[config.mk]
export PLATFORM = sky130hd
export DESIGN_NAME = wb_unit_flat
export DESIGN_NICKNAME = d
export VERILOG_FILES = /design/src/rtl/wb_unit_pkg.sv /design/src/rtl/wb_unit_if.sv /design/src/rtl/wb_result_fifo.sv /design/src/rtl/wb_unit.sv /design/src/flat_wrapper.sv
export SDC_FILE = /design/constraint.sdc
export NUM_CORES = 1
export LEC_CHECK = 0
export BUFFER_PORTS_ARGS = -buffer_cell sky130_fd_sc_hd__buf_2
export CORE_MARGIN = 2
export CORE_UTILIZATION = 45
export CTS_BUF_LIST = sky130_fd_sc_hd__clkbuf_4 sky130_fd_sc_hd__clkbuf_8
export DETAILED_ROUTE_END_ITERATION = 8
export GPL_TIMING_DRIVEN = 0
export PLACE_DENSITY = 0.67
export SLEW_MARGIN = 20
export SYNTH_ARGS = -nofsm -noshare
export SYNTH_HDL_FRONTEND = slang
export SYNTH_SLANG_ARGS = --single-unit
[constraint.sdc]
create_clock -name clk -period 3.4 [get_ports clk]
set_input_delay 0.68 -clock clk [delete_from_list [all_inputs] [get_ports clk]]
set_output_delay 0.68 -clock clk [all_outputs]
set_load 0.05 [all_outputs]
[src/rtl/wb_unit_pkg.sv]
// wb_unit_pkg: shared types and defaults for the writeback stage.
//   WB_XLEN / WB_REG_AW / WB_LQ_DEPTH : default parameter values
//   wb_src_e                          : which source drives the regfile write
//   wb_cnt_width()                    : width of an occupancy counter 0..depth
package wb_unit_pkg;

  localparam int WB_XLEN     = 32;
  localparam int WB_REG_AW   = 5;
  localparam int WB_LQ_DEPTH = 2;

  typedef enum logic [1:0] {
    WB_SRC_NONE = 2'd0,
    WB_SRC_ALU  = 2'd1,
    WB_SRC_LQ   = 2'd2
  } wb_src_e;

  function automatic int wb_cnt_width(input int depth);
    return $clog2(depth + 1);
  endfunction

endpackage

[src/rtl/wb_unit_if.sv]
// wb_unit_if: bundles every non-clock signal of the writeback stage.
//   slave  : wb_unit side (consumes ALU/long-latency/id inputs, drives
//            lu_ready_o, stall_o, regu_rd_* and err_o)
//   master : environment side (the opposite directions)
interface wb_unit_if
  import wb_unit_pkg::*;
#(
  parameter int XLEN   = WB_XLEN,
  parameter int REG_AW = WB_REG_AW
);

  logic              alu_valid_i;
  logic [REG_AW-1:0] alu_rd_addr_i;
  logic [XLEN-1:0]   alu_rd_data_i;

  logic              lu_issue_i;
  logic [REG_AW-1:0] lu_issue_rd_i;
  logic              lu_valid_i;
  logic [REG_AW-1:0] lu_rd_i;
  logic [XLEN-1:0]   lu_data_i;
  logic              lu_ready_o;

  logic [REG_AW-1:0] id_rs1_addr_i;
  logic [REG_AW-1:0] id_rs2_addr_i;
  logic [REG_AW-1:0] id_rd_addr_i;
  logic              id_rd_wr_en_i;
  logic              stall_o;

  logic [REG_AW-1:0] regu_rd_addr_o;
  logic [XLEN-1:0]   regu_rd_data_o;
  logic              regu_rd_wr_en_o;
  logic              err_o;

  modport slave (
    input  alu_valid_i, alu_rd_addr_i, alu_rd_data_i,
    input  lu_issue_i, lu_issue_rd_i, lu_valid_i, lu_rd_i, lu_data_i,
    output lu_ready_o,
    input  id_rs1_addr_i, id_rs2_addr_i, id_rd_addr_i, id_rd_wr_en_i,
    output stall_o,
    output regu_rd_addr_o, regu_rd_data_o, regu_rd_wr_en_o, err_o
  );

  modport master (
    output alu_valid_i, alu_rd_addr_i, alu_rd_data_i,
    output lu_issue_i, lu_issue_rd_i, lu_valid_i, lu_rd_i, lu_data_i,
    input  lu_ready_o,
    output id_rs1_addr_i, id_rs2_addr_i, id_rd_addr_i, id_rd_wr_en_i,
    input  stall_o,
    input  regu_rd_addr_o, regu_rd_data_o, regu_rd_wr_en_o, err_o
  );

endinterface

[src/rtl/wb_result_fifo.sv]
// wb_result_fifo: small synchronous FIFO buffering long-latency results.
//   clk, rst_n : clock, asynchronous active-low reset (empties the FIFO)
//   push_i     : write data_i (ignored when full)
//   pop_i      : drop the head entry (ignored when empty)
//   data_i     : entry to write
//   data_o     : current head entry (valid when !empty_o)
//   full_o     : count == DEPTH
//   empty_o    : count == 0
//   count_o    : number of stored entries
// DEPTH must be a power of two so the pointers wrap by plain overflow.
module wb_result_fifo
  import wb_unit_pkg::*;
#(
  parameter int DEPTH = WB_LQ_DEPTH,
  parameter int WIDTH = WB_REG_AW + WB_XLEN,
  localparam int CNT_W = wb_cnt_width(DEPTH)
) (
  input  logic             clk,
  input  logic             rst_n,
  input  logic             push_i,
  input  logic             pop_i,
  input  logic [WIDTH-1:0] data_i,
  output logic [WIDTH-1:0] data_o,
  output logic             full_o,
  output logic             empty_o,
  output logic [CNT_W-1:0] count_o
);

  localparam int PTR_W = $clog2(DEPTH);

  logic [WIDTH-1:0] mem_q [DEPTH];
  logic [PTR_W-1:0] wr_ptr_q, wr_ptr_d;
  logic [PTR_W-1:0] rd_ptr_q, rd_ptr_d;
  logic [CNT_W-1:0] count_q, count_d;
  logic             push_ok, pop_ok;

  assign full_o  = (count_q == CNT_W'(DEPTH));
  assign empty_o = (count_q == '0);
  assign count_o = count_q;
  assign data_o  = mem_q[rd_ptr_q];

  assign push_ok = push_i && !full_o;
  assign pop_ok  = pop_i && !empty_o;

  // Pointer and occupancy update; a simultaneous push and pop keeps the count.
  always_comb begin
    wr_ptr_d = wr_ptr_q;
    rd_ptr_d = rd_ptr_q;
    count_d  = count_q;
    if (push_ok) wr_ptr_d = wr_ptr_q + PTR_W'(1);
    if (pop_ok)  rd_ptr_d = rd_ptr_q + PTR_W'(1);
    case ({push_ok, pop_ok})
      2'b10:   count_d = count_q + CNT_W'(1);
      2'b01:   count_d = count_q - CNT_W'(1);
      default: count_d = count_q;
    endcase
  end

  always_ff @(posedge clk or negedge rst_n) begin
    if (!rst_n) begin
      wr_ptr_q <= '0;
      rd_ptr_q <= '0;
      count_q  <= '0;
    end else begin
      wr_ptr_q <= wr_ptr_d;
      rd_ptr_q <= rd_ptr_d;
      count_q  <= count_d;
    end
  end

  // Storage needs no reset: an empty FIFO never exposes its contents.
  always_ff @(posedge clk) begin
    if (push_ok) mem_q[wr_ptr_q] <= data_i;
  end

endmodule

[src/rtl/wb_unit.sv]
// wb_unit: writeback stage, write side of the regu register file.
//   clk, rst_n : clock, asynchronous active-low reset
//   bus        : wb_unit_if.slave
//     alu_*      single-cycle results, never back-pressured
//     lu_issue_* long-latency op leaving id (marks its rd pending)
//     lu_*       long-latency responses, accepted on lu_valid_i && lu_ready_o
//     id_*       id operands/destination checked for hazards -> stall_o
//     regu_rd_*  registered regfile write port
//     err_o      sticky protocol error
// ALU results have priority; buffered responses drain in idle ALU slots.
module wb_unit
  import wb_unit_pkg::*;
#(
  parameter int XLEN     = WB_XLEN,
  parameter int REG_AW   = WB_REG_AW,
  parameter int LQ_DEPTH = WB_LQ_DEPTH
) (
  input logic     clk,
  input logic     rst_n,
  wb_unit_if.slave bus
);

  localparam int NREGS = 2 ** REG_AW;
  localparam int ENT_W = REG_AW + XLEN;
  localparam int CNT_W = wb_cnt_width(LQ_DEPTH);

  logic [NREGS-1:0]  sb_q, sb_d;
  logic              err_q, err_d;
  logic [REG_AW-1:0] rd_addr_q, rd_addr_d;
  logic [XLEN-1:0]   rd_data_q, rd_data_d;
  logic              rd_wr_en_q, rd_wr_en_d;

  logic              lq_push, lq_pop, lq_full, lq_empty;
  logic [ENT_W-1:0]  lq_wdata, lq_rdata;
  logic [CNT_W-1:0]  lq_count;
  logic [REG_AW-1:0] head_rd;
  logic [XLEN-1:0]   head_data;

  logic    lu_ready, lu_accept, alu_wr, issue_set;
  logic    resp_orphan, issue_dup;
  logic    rs1_hit, rs2_hit, waw_hit;
  wb_src_e src;

  wb_result_fifo #(
    .DEPTH(LQ_DEPTH),
    .WIDTH(ENT_W)
  ) u_lq (
    .clk    (clk),
    .rst_n  (rst_n),
    .push_i (lq_push),
    .pop_i  (lq_pop),
    .data_i (lq_wdata),
    .data_o (lq_rdata),
    .full_o (lq_full),
    .empty_o(lq_empty),
    .count_o(lq_count)
  );

  assign head_rd   = lq_rdata[ENT_W-1:XLEN];
  assign head_data = lq_rdata[XLEN-1:0];

  // Ready from the registered count only: a pop at full does not reopen
  // the FIFO in the same cycle.
  assign lu_ready  = (lq_count < CNT_W'(LQ_DEPTH));
  assign lu_accept = bus.lu_valid_i && lu_ready;
  // x0 responses are consumed but never buffered.
  assign lq_push   = lu_accept && (bus.lu_rd_i != '0) && !lq_full;
  assign lq_wdata  = {bus.lu_rd_i, bus.lu_data_i};

  assign alu_wr    = bus.alu_valid_i && (bus.alu_rd_addr_i != '0);
  assign issue_set = bus.lu_issue_i && (bus.lu_issue_rd_i != '0);

  // ALU wins the write port; an x0 ALU write leaves the slot free for the FIFO.
  always_comb begin
    src = WB_SRC_NONE;
    if (alu_wr)         src = WB_SRC_ALU;
    else if (!lq_empty) src = WB_SRC_LQ;
  end

  assign lq_pop = (src == WB_SRC_LQ);

  // Address/data hold their previous values on idle cycles.
  always_comb begin
    rd_addr_d  = rd_addr_q;
    rd_data_d  = rd_data_q;
    rd_wr_en_d = 1'b0;
    case (src)
      WB_SRC_ALU: begin
        rd_addr_d  = bus.alu_rd_addr_i;
        rd_data_d  = bus.alu_rd_data_i;
        rd_wr_en_d = 1'b1;
      end
      WB_SRC_LQ: begin
        rd_addr_d  = head_rd;
        rd_data_d  = head_data;
        rd_wr_en_d = 1'b1;
      end
      default: rd_wr_en_d = 1'b0;
    endcase
  end

  // Set is applied after clear so a re-issue to the popped index stays pending.
  always_comb begin
    sb_d = sb_q;
    if (lq_pop)    sb_d[head_rd] = 1'b0;
    if (issue_set) sb_d[bus.lu_issue_rd_i] = 1'b1;
  end

  assign resp_orphan = lu_accept && (bus.lu_rd_i != '0) && !sb_q[bus.lu_rd_i];
  assign issue_dup   = issue_set && sb_q[bus.lu_issue_rd_i];
  assign err_d       = err_q || resp_orphan || issue_dup;

  // Hazards use the registered scoreboard, so stall lasts through the clear edge.
  assign rs1_hit = (bus.id_rs1_addr_i != '0) && sb_q[bus.id_rs1_addr_i];
  assign rs2_hit = (bus.id_rs2_addr_i != '0) && sb_q[bus.id_rs2_addr_i];
  assign waw_hit = bus.id_rd_wr_en_i && (bus.id_rd_addr_i != '0) && sb_q[bus.id_rd_addr_i];

  always_ff @(posedge clk or negedge rst_n) begin
    if (!rst_n) begin
      sb_q       <= '0;
      err_q      <= 1'b0;
      rd_addr_q  <= '0;
      rd_data_q  <= '0;
      rd_wr_en_q <= 1'b0;
    end else begin
      sb_q       <= sb_d;
      err_q      <= err_d;
      rd_addr_q  <= rd_addr_d;
      rd_data_q  <= rd_data_d;
      rd_wr_en_q <= rd_wr_en_d;
    end
  end

  assign bus.lu_ready_o      = lu_ready;
  assign bus.stall_o         = rs1_hit || rs2_hit || waw_hit;
  assign bus.regu_rd_addr_o  = rd_addr_q;
  assign bus.regu_rd_data_o  = rd_data_q;
  assign bus.regu_rd_wr_en_o = rd_wr_en_q;
  assign bus.err_o           = err_q;

endmodule

[src/flat_wrapper.sv]
// flat-port wrapper written by rule: the top's interface ports become plain ports
module wb_unit_flat import wb_unit_pkg::*;
#(
  parameter int XLEN     = WB_XLEN,
  parameter int REG_AW   = WB_REG_AW,
  parameter int LQ_DEPTH = WB_LQ_DEPTH
)
  (clk, rst_n, bus_alu_valid_i, bus_alu_rd_addr_i, bus_alu_rd_data_i, bus_lu_issue_i, bus_lu_issue_rd_i, bus_lu_valid_i, bus_lu_rd_i, bus_lu_data_i, bus_lu_ready_o, bus_id_rs1_addr_i, bus_id_rs2_addr_i, bus_id_rd_addr_i, bus_id_rd_wr_en_i, bus_stall_o, bus_regu_rd_addr_o, bus_regu_rd_data_o, bus_regu_rd_wr_en_o, bus_err_o);
  wb_unit_if #(.XLEN(XLEN), .REG_AW(REG_AW)) bus_i ();
  input logic clk;
  input logic rst_n;
  input wire logic [$bits(bus_i.alu_valid_i)-1:0] bus_alu_valid_i;
  input wire logic [$bits(bus_i.alu_rd_addr_i)-1:0] bus_alu_rd_addr_i;
  input wire logic [$bits(bus_i.alu_rd_data_i)-1:0] bus_alu_rd_data_i;
  input wire logic [$bits(bus_i.lu_issue_i)-1:0] bus_lu_issue_i;
  input wire logic [$bits(bus_i.lu_issue_rd_i)-1:0] bus_lu_issue_rd_i;
  input wire logic [$bits(bus_i.lu_valid_i)-1:0] bus_lu_valid_i;
  input wire logic [$bits(bus_i.lu_rd_i)-1:0] bus_lu_rd_i;
  input wire logic [$bits(bus_i.lu_data_i)-1:0] bus_lu_data_i;
  output wire logic [$bits(bus_i.lu_ready_o)-1:0] bus_lu_ready_o;
  input wire logic [$bits(bus_i.id_rs1_addr_i)-1:0] bus_id_rs1_addr_i;
  input wire logic [$bits(bus_i.id_rs2_addr_i)-1:0] bus_id_rs2_addr_i;
  input wire logic [$bits(bus_i.id_rd_addr_i)-1:0] bus_id_rd_addr_i;
  input wire logic [$bits(bus_i.id_rd_wr_en_i)-1:0] bus_id_rd_wr_en_i;
  output wire logic [$bits(bus_i.stall_o)-1:0] bus_stall_o;
  output wire logic [$bits(bus_i.regu_rd_addr_o)-1:0] bus_regu_rd_addr_o;
  output wire logic [$bits(bus_i.regu_rd_data_o)-1:0] bus_regu_rd_data_o;
  output wire logic [$bits(bus_i.regu_rd_wr_en_o)-1:0] bus_regu_rd_wr_en_o;
  output wire logic [$bits(bus_i.err_o)-1:0] bus_err_o;
  assign bus_i.alu_valid_i = bus_alu_valid_i;
  assign bus_i.alu_rd_addr_i = bus_alu_rd_addr_i;
  assign bus_i.alu_rd_data_i = bus_alu_rd_data_i;
  assign bus_i.lu_issue_i = bus_lu_issue_i;
  assign bus_i.lu_issue_rd_i = bus_lu_issue_rd_i;
  assign bus_i.lu_valid_i = bus_lu_valid_i;
  assign bus_i.lu_rd_i = bus_lu_rd_i;
  assign bus_i.lu_data_i = bus_lu_data_i;
  assign bus_lu_ready_o = bus_i.lu_ready_o;
  assign bus_i.id_rs1_addr_i = bus_id_rs1_addr_i;
  assign bus_i.id_rs2_addr_i = bus_id_rs2_addr_i;
  assign bus_i.id_rd_addr_i = bus_id_rd_addr_i;
  assign bus_i.id_rd_wr_en_i = bus_id_rd_wr_en_i;
  assign bus_stall_o = bus_i.stall_o;
  assign bus_regu_rd_addr_o = bus_i.regu_rd_addr_o;
  assign bus_regu_rd_data_o = bus_i.regu_rd_data_o;
  assign bus_regu_rd_wr_en_o = bus_i.regu_rd_wr_en_o;
  assign bus_err_o = bus_i.err_o;
  wb_unit #(.XLEN(XLEN), .REG_AW(REG_AW), .LQ_DEPTH(LQ_DEPTH)) u_core (.clk(clk), .rst_n(rst_n), .bus(bus_i));
endmodule
==> reports/qor.txt <==
status -> finished clean
sequential area share after synthesis -> 56.31%
RePlAce Congestion -> 0.9684
syn_nets -> 697
commonest non-fill, non-tap cell in the layout -> buf_2
input/output buffers -> 131
CP dominant cell by count -> buf_2
post-DP HPWL -> 14090 um
sw frac -> 41.28%
Async S/R FF share, synth -> 50.34%
Site Rows -> 46
largest net degree at the start of global routing -> 60
Synth Instances -> 596
Worst Path Arrival -> 2660 ps
# IOs -> 141
actual slew at the worst max-slew pin -> 836.7 ps
final core occ -> 54.78%
Vias per Instance -> 5.765
CTS Buf Count -> 17
reg2reg start -> u_core.u_lq.rd_ptr_q
FF+latch area -> 0.004099 mm2
fin crit share -> 98.26%
full die area -> 0.01721 mm2
Reg power frac -> 41.0%
CTS Buffer Depth -> 2
Die X -> 131.2 um
WP buf/inv -> 2
WHS -> 103.4 ps
Core Region -> 0.01583 mm2
H-tree levels -> 4
crit path from -> bus_id_rs2_addr_i[0]
Crit path max-delay family -> multiplexers
Total Power -> 7206 uW
ys flop type -> dfrtp_1
R2R Path End -> u_core.sb_q[18]
GRT Overall Usage -> 23.10%
fillers -> 1336
critical path's largest stage delay -> 540 ps
clk sinks -> 149
critical path peak fanout -> 9
Max Clock Skew -> 8.363 ps
root buffer cell -> clkbuf_8
Pleak -> 0.003507 uW
n_diodes -> 0
nature of the critical path endpoint -> output port
clock group share of total power -> 18.1%
initial core utilization -> 45.99%
fraction of layout cells with a size suffix above 1 -> 29.53%
CTS hold repair buffers -> 0
WL per Instance -> 19.78 um
Synth-to-Final Area Change -> 19.11%
Clk Latency, worst-skew pair -> 440 ps
nets -> 850
YS warnings -> 0
R2R depth -> 6
combinational power share -> 40.9%
final hold vios -> 0
vias -> 5638
vias in the first global route -> 5729
Int Power -> 4231 uW
Worst Hold Class -> input pin to asynchronous set/reset pin
global-route wire length before repair -> 30670 um
final setup fails -> 0
Cell variety after synth -> 44
Die Ht -> 131.2 um
fmax -> 299.3 MHz
R2R Setup Slk -> 1140 ps
DRC viols -> 0
grt ovf -> 0
mean post-synth cell area -> 12.21 um2
clock slew at reported path FFs -> 80 ps
initial DRC count -> 500
antenna-violating nets left -> 0
peak supply drop -> 0.4976 mV
RSZ-0062 raised after global routing -> no
WL final -> 19350 um
#FFs+latches synth -> 149
Net Sw Power -> 2975 uW
crit-path cells -> buf_2, mux4_2, mux2i_1, o41ai_1, a2111oi_1, nand3_1, buf_2
EDFF count, synth -> 74
WP data required -> 2720 ps
pwr/cell area -> 831.1 mW/mm2
Crit Path Class -> input pin to output port
Slew Limit Fails -> 0
Synth Cell Area -> 0.007279 mm2
min cycle time layout -> 3341 ps
drt first pass iters -> 5
area occupied by multi-input gates -> 0.003019 mm2
Max-Cap Viols -> 0
Slew HR -> 43.98%
most frequent cells in the layout -> buf_2 (140), o21ai_0 (82), dfrtp_1 (75)
CTS tree -> built
Critical-path top delay cell -> mux4_2
initial antenna violation count -> 0
Worst setup SP type -> input pin
-- state kept, by name, indices dropped and copies added, names as in the netlist --
| signal | count |
|---|---|
| u_core.bus.regu_rd_wr_en_o | 1 |
| u_core.u_lq.rd_ptr_q | 1 |
| u_core.bus.err_o | 1 |
| u_core.sb_q | 32 |
| u_core.bus.regu_rd_addr_o | 5 |
| u_core.u_lq.wr_ptr_q | 1 |
| u_core.bus.regu_rd_data_o | 32 |
| u_core.u_lq.count_o | 2 |
| u_core.u_lq.mem_q | 74 |
-- Yosys cell counts (3+ instances only) --
library cell   n  share of area, %
a211oi_1       4              0.41
a21oi_1       36               2.5
a311oi_1       3              0.36
buf_2         10              0.69
clkbuf_1      23               1.2
dfrtp_1       75                26
edfxtp_1      74                31
inv_1          6              0.31
mux2_2         5              0.77
mux2i_1       52               7.2
mux4_2        37                11
nand2_1       56               2.9
nand2b_1       5              0.43
nand3_1        9              0.62
nor2_1        46               2.4
nor2b_1        6              0.52
nor3b_1        4              0.41
o21ai_0       82               5.6
o21ai_1       24               1.7
or4_1          3              0.31
xnor2_1        4              0.48
-- cell families after synthesis --
logic type,count (synthesis),synth area share (%)
mux,94,19.37
buf+inv,42,2.441
compound gates,163,12.07
fa+ha+maj,1,0.1719
flops,149,56.31
xor+xnor,5,0.6016
simple gates,142,9.041
-- worst register-to-register path, delay by kind of cell, from the launching register on --
kind | cells | cell delay (ps)
AO/OA/AOI/OAI | 2 | 270
buffers and inverters | 1 | 250
flip-flops | 1 | 330
multiplexers | 1 | 700
AND/OR/NAND/NOR | 2 | 570
-- power by group through the flow --
| stage | Combinational, uW | Clock [uW] | Sequential (uW) |
|---|---|---|---|
| CTS | 2960 | 1320 | 2920 |
| global placement | 2830 | 0 | 2930 |
| finish | 2950 | 1310 | 2950 |
| detailed placement | 2950 | 0 | 2950 |
| global route | 3190 | 1420 | 3000 |
| floorplan | 1680 | 0 | 3270 |
-- metal layers --
metal | up-vias | wire length (um) | GRT usage (%)
met5 | - | 0 | 0
met4 | 0 | 481 | 9.420
met3 | 47 | 1719 | 5.864
li1 | 2550 | - | -
met1 | 2733 | 7747 | 29.44
met2 | 308 | 9400 | 37.92
-- metrics by stage --
stage	instances	setup TNS, ps	setup slack, ps	area (um2)
after floorplan	596	0	96.29	7279
after global placement	943	-82050	-1113	8205
after detailed placement	946	0	11.30	8290
after CTS	978	0	24.68	8670
after global routing	978	0	40.44	8671
final	978	0	59.21	8671
-- final cells by class --
class                   instances  share of cell area (%)
well taps                     216                   3.117
plain buffers                  36                   1.789
clock inverters                11                   1.255
clock buffers                  21                   3.117
repair buffers                134                   8.369
multi-input cells             405                   34.82
inverters                       6                  0.2597
flip-flops and latches        149                   47.27
-- worst max-delay path by stage --
| stage | endpoint | slack [ps] | cells past startpoint |
|---|---|---|---|
| 2_1_floorplan | u_core.u_lq.mem_q[0][0] | 100 | 4 |
| 3_3_place_gp | u_core.u_lq.mem_q[0][6] | -1110 | 5 |
| 3_5_place_dp | bus_stall_o | 10 | 7 |
| 4_1_cts | bus_stall_o | 20 | 7 |
| 5_1_grt | bus_stall_o | 40 | 7 |
| 6_report | bus_stall_o | 60 | 7 |
-- repair_timing --
item                       CTS  global route
resized for setup            0             1
setup buffers                0             0
setup endpoints to repair    0             1
Note: power is estimated with default switching activity, not from simulation.
